`config.mk`:
```
export PLATFORM = sky130hd
export DESIGN_NAME = way_select_plru
export DESIGN_NICKNAME = d
export VERILOG_FILES = /design/src/rtl/way_select_plru.sv
export SDC_FILE = /design/constraint.sdc
export NUM_CORES = 1
export LEC_CHECK = 0
export ABC_AREA = 1
export BUFFER_PORTS_ARGS = -buffer_cell sky130_fd_sc_hd__buf_4
export CAP_MARGIN = 20
export CORE_ASPECT_RATIO = 2
export CORE_MARGIN = 8
export CORE_UTILIZATION = 30
export CTS_BUF_LIST = sky130_fd_sc_hd__clkbuf_4 sky130_fd_sc_hd__clkbuf_8
export DETAILED_ROUTE_END_ITERATION = 10
export GPL_TIMING_DRIVEN = 0
export SETUP_SLACK_MARGIN = 0.5
export SLEW_MARGIN = 20
export SYNTH_ARGS = -nofsm -noshare
export SYNTH_HDL_FRONTEND = slang
export SYNTH_SLANG_ARGS = --single-unit
```
`constraint.sdc`:
```
create_clock -name clk_in -period 18.35 [get_ports clk_in]
set_input_delay 1.835 -clock clk_in [delete_from_list [all_inputs] [get_ports clk_in]]
set_output_delay 1.835 -clock clk_in [all_outputs]
set_load 0.01 [all_outputs]
```
`src/rtl/way_select_plru.sv`:
```
// One-hot way select for the set-associative way mux: hit way first, else lowest invalid way,
// else the tree pseudo-LRU victim. One PLRU tree per set, updated with the selected way.
module way_select_plru #(
    parameter int NUMBER_WAYS   = 8,
    parameter int NUMBER_SETS   = 64,
    parameter int SET_PTR_WIDTH = 6
) (
    input  logic                     clk_in,
    input  logic                     reset_in,
    input  logic                     stall_in,
    input  logic                     access_valid_in,
    input  logic [SET_PTR_WIDTH-1:0] set_idx_in,
    input  logic [NUMBER_WAYS-1:0]   valid_vector_in,
    input  logic [NUMBER_WAYS-1:0]   hit_vector_in,
    input  logic                     plru_clear_in,
    output logic                     sel_valid_out,
    output logic [NUMBER_WAYS-1:0]   sel_out,
    output logic                     hit_out,
    output logic                     multi_hit_out
);

    localparam int LEVELS = $clog2(NUMBER_WAYS);
    localparam int TW     = NUMBER_WAYS - 1;

    logic [TW-1:0] tree [NUMBER_SETS];

    logic [TW-1:0]          tree_rd_p0;
    logic [TW-1:0]          tree_upd_p0;
    logic                   vld_p0;
    logic                   hit_p0;
    logic                   multi_p0;
    logic [NUMBER_WAYS-1:0] sel_p0;
    int                     way_p0;

    function automatic int lowest_set(input logic [NUMBER_WAYS-1:0] v);
        int idx;
        idx = 0;
        for (int i = NUMBER_WAYS - 1; i >= 0; i--) begin
            if (v[i]) idx = i;
        end
        return idx;
    endfunction

    // Walk from the root; a node bit of 1 steers toward the upper-index subtree.
    function automatic int victim_way(input logic [TW-1:0] t);
        int          node;
        logic [TW-1:0] sh;
        node = 0;
        for (int l = 0; l < LEVELS; l++) begin
            sh   = t >> node;
            node = 2 * node + (sh[0] ? 2 : 1);
        end
        return node - TW;
    endfunction

    // Point every node on the path away from the touched way.
    function automatic logic [TW-1:0] plru_touch(input logic [TW-1:0] t, input int way);
        int            n;
        int            parent;
        logic [TW-1:0] mask;
        n = way + TW;
        for (int l = 0; l < LEVELS; l++) begin
            parent  = (n - 1) / 2;
            mask    = '0;
            mask[0] = 1'b1;
            mask    = mask << parent;
            if ((n % 2) == 1) t = t | mask;
            else              t = t & ~mask;
            n = parent;
        end
        return t;
    endfunction

    function automatic logic [NUMBER_WAYS-1:0] one_hot(input int way);
        logic [NUMBER_WAYS-1:0] one;
        one    = '0;
        one[0] = 1'b1;
        return one << way;
    endfunction

    // p0: select way from the current request and the set's tree
    always_comb begin
        tree_rd_p0 = tree[set_idx_in];
        vld_p0     = access_valid_in && !stall_in;
        way_p0     = 0;
        if (|hit_vector_in)          way_p0 = lowest_set(hit_vector_in);
        else if (!(&valid_vector_in)) way_p0 = lowest_set(~valid_vector_in);
        else                          way_p0 = victim_way(tree_rd_p0);
        sel_p0      = vld_p0 ? one_hot(way_p0) : '0;
        hit_p0      = vld_p0 && (|hit_vector_in);
        multi_p0    = vld_p0 && ($countones(hit_vector_in) > 1);
        tree_upd_p0 = plru_touch(tree_rd_p0, way_p0);
    end

    // p1: registered select, held while stalled
    always_ff @(posedge clk_in or posedge reset_in) begin
        if (reset_in) begin
            sel_valid_out <= 1'b0;
            sel_out       <= '0;
            hit_out       <= 1'b0;
            multi_hit_out <= 1'b0;
        end else if (!stall_in) begin
            sel_valid_out <= vld_p0;
            sel_out       <= sel_p0;
            hit_out       <= hit_p0;
            multi_hit_out <= multi_p0;
        end
    end

    // Clear wins over a same-edge update of the accessed set.
    always_ff @(posedge clk_in or posedge reset_in) begin
        if (reset_in) begin
            for (int s = 0; s < NUMBER_SETS; s++) tree[s] <= '0;
        end else if (plru_clear_in) begin
            for (int s = 0; s < NUMBER_SETS; s++) tree[s] <= '0;
        end else if (vld_p0) begin
            tree[set_idx_in] <= tree_upd_p0;
        end
    end

endmodule

```
==> flow_metrics.tcl <==
set metrics [dict create \
    status "completed" \
    wl_per_cell_um 25.77 \
    drt-total-wl_mm 155.4 \
    grt_pass1_vias 31253 \
    synth.distinct_cells 50 \
    max_freq_mhz 60.05 \
    r2r_end "tree[150]" \
    synth.avg_cell_area_um2 6.423 \
    core-area_mm2 0.09729 \
    final_nets 4800 \
    rrSetupSlack_ns 3.47 \
    htree_levels 3 \
    die_width_um 237.4 \
    async_flop_share_pct 100.0 \
    design_area_mm2 0.03368 \
    die_area_mm2 0.1089 \
    fin_crit_sh_pct 90.75 \
    drive_gt1_share_pct 11.25 \
    setup_viol 0 \
    seq_area_frac_synth_pct 39.05 \
    critPathLaunchType "input port" \
    finalPower_uw 2460 \
    crit_top_cell "nor2_1" \
    power_leakage_uw 0.01837 \
    initial_core_util_pct 30.23 \
    track_usage_pct 28.22 \
    tightest_slew_ns 1.289 \
    drtAntennaViolNets 0 \
    drt_iter0_drc 3197 \
    hpwl_mm 113.9 \
    slowest_delay_ns 0.68 \
    grt_pass1_wl_mm 219.7 \
    fin_skew_ns 0.04776 \
    power.density_mw_per_mm2 73.04 \
    cts_tree "done" \
    row_count 162 \
    grt_overflow 0 \
    drc_errors 0 \
    areaGrowthSynthToFinish_pct 14.51 \
    antenna_found_initial 5 \
    gp_congestion 1.066 \
    via_per_inst 5.286 \
    maxSlewHeadroom_pct 14.09 \
    ys.flop_type "dfrtp_1" \
    rr_worst_depth 82 \
    drv_cap 0 \
    whs_ns 0.4756 \
    synth.area.top_cells "dfrtp_1 39%, nand2_1 30%, nor2_1 5.0%" \
    max-vdd-ir-drop_mv 0.04661 \
    cts_buffers 73 \
    r2r-start "tree[189]" \
    rsz0062_at_grt "no" \
    firstDrtPassIters 6 \
    crit_path_top_delay_cell "o2111ai_2" \
    crit_start "set_idx_in[2]" \
    synth_top_area_share_pct 39.05 \
    crit_end "tree[150]" \
    synth_area_mm2 0.02941 \
    grt_max_degree 93 \
    crit_family "simple AND/OR/NAND/NOR gates" \
    clk_pin_slew_ns 0.07 \
    cts_root_buf "clkbuf_8" \
    synth_top_cell_by_area "dfrtp_1" \
    cts_sinks 459 \
    clockBufferDepth 3 \
    worst-endpoint-arrival_ns 17.27 \
    dieHeight_um 458.8 \
    fin_crit_ns 16.65 \
    hold_class "reg2reg" \
    ios 38 \
    place_area_mm2 0.03195 \
    cp.depth 90 \
    hold_violations 0 \
    required_ns 18.96 \
    port_buffers 35 \
    endpoint_kind "flip-flop" \
    synth_cells 4579 \
    criticalPathCategory "in2reg" \
    synth_edf_count 0 \
    path_buf_inv 12 \
    fin_util_pct 34.62 \
    tns_ns 0 \
    synth-seq-cells 459 \
    num_vias 31886 \
    ys_warn_count 0 \
    crit_fanout 10 \
    clock_latency_ns 0.76 \
    report.final.slew_viol_count 0 \
]
==> timing repair <==
item / in CTS / in global routing
resized for setup: 0 / 4
endpoints found under the setup margin: 0 / 429
setup buffers: 0 / 3
hold buffers: 0 / 0
==> logic make-up after synthesis <==
logic type                 count (synthesis)  synth area share [%]
and+or+nand+nor                         3269                 45.46
buffers and inverters                    524                 8.389
DFF                                      459                 39.05
AOI/OAI and AO/OA                        286                 5.411
adders and majority gates                 30                 1.378
xor gates and xnor gates                  10                0.2978
other                                      1               0.01275
==> state kept, by name, summed over array words and instances (netlist names) <==
name           flops
multi_hit_out      1
sel_valid_out      1
sel_out            8
tree             448
hit_out            1
==> tightest hold or removal path, cell delays in order, from the launching register on <==
cell	delay [ns]
dfrtp_1	0.34
nand2_1	0.05
nand2_1	0.05
==> cell usage after synthesis (all sizes together) (2+ instances only) <==
master,count
nand2,2401
dfrtp,459
nor2,424
inv,361
nand3,264
o21ai,154
buf,115
a21oi,73
nand4,61
nor4,58
nor3,43
o211ai,31
clkbuf,29
ha,26
or2,15
clkinv,11
a31oi,9
o2111ai,8
xor2,8
o21bai,6
dlygate4sd1,4
dlygate4sd3,4
fa,4
nand3b,2
o31ai,2
xnor2,2
==> cell type report <==
cell class | count | area (um^2)
Multi-Input combinational cell | 3603 | 15870
Clock inverter | 13 | 126.4
Fill cell | 10728 | 63610
Inverter | 372 | 1408
Antenna cell | 3 | 7.507
Clock buffer | 118 | 1499
Sequential cell | 459 | 11490
Timing Repair Buffer | 82 | 665.6
Tap cell | 1230 | 1539
Buffer | 152 | 1076
==> report_power, final <==
group          internal, uW  switching, uW  total (uW)
Combinational          89.0            332         421
Sequential             1010           1.58        1020
Clock                   546            477        1020
==> placed cells by master (no fill, tap or decap), types with 35 or more instances in the layout <==
master and n:
nor4_2 47, nor2_2 36, a21oi_1 71, nand2_2 35, buf_2 57, dfrtp_1 459, nand4_1 60, o21ai_1 87
inv_2 35, inv_1 324, buf_4 95, o21ai_0 66, nand3_1 251, nor2_1 380, clkbuf_8 98, nand2_1 2361
==> through the flow <==
step | std cells | worst slack, ns
after floorplan | 4586 | 3.718
after global placement | 5851 | -2.741
after detailed placement | 5891 | 1.210
after CTS | 6022 | 1.937
after global routing | 6030 | 0.5268
final | 6032 | 1.697
==> metal layers <==
metal  vias up  GRT usage [%]  wire length (um)
met5         -              0                12
met4         2          29.13             19400
met3       676          5.393             10740
met2      1629          49.44             76380
met1     14989          26.65             48880
li1      14590              -                 -
==> worst min-delay path by stage <==
stage,start,to,cells past startpoint,slack (ns)
after floorplan,tree[245],tree[245],2,0.44
after global placement,tree[338],tree[338],2,0.45
after detailed placement,tree[189],tree[189],2,0.46
after CTS,tree[338],tree[338],2,0.47
after global routing,tree[445],tree[445],2,0.50
final,tree[189],tree[189],2,0.48
No activity file was read; power rests on OpenSTA's default activity.
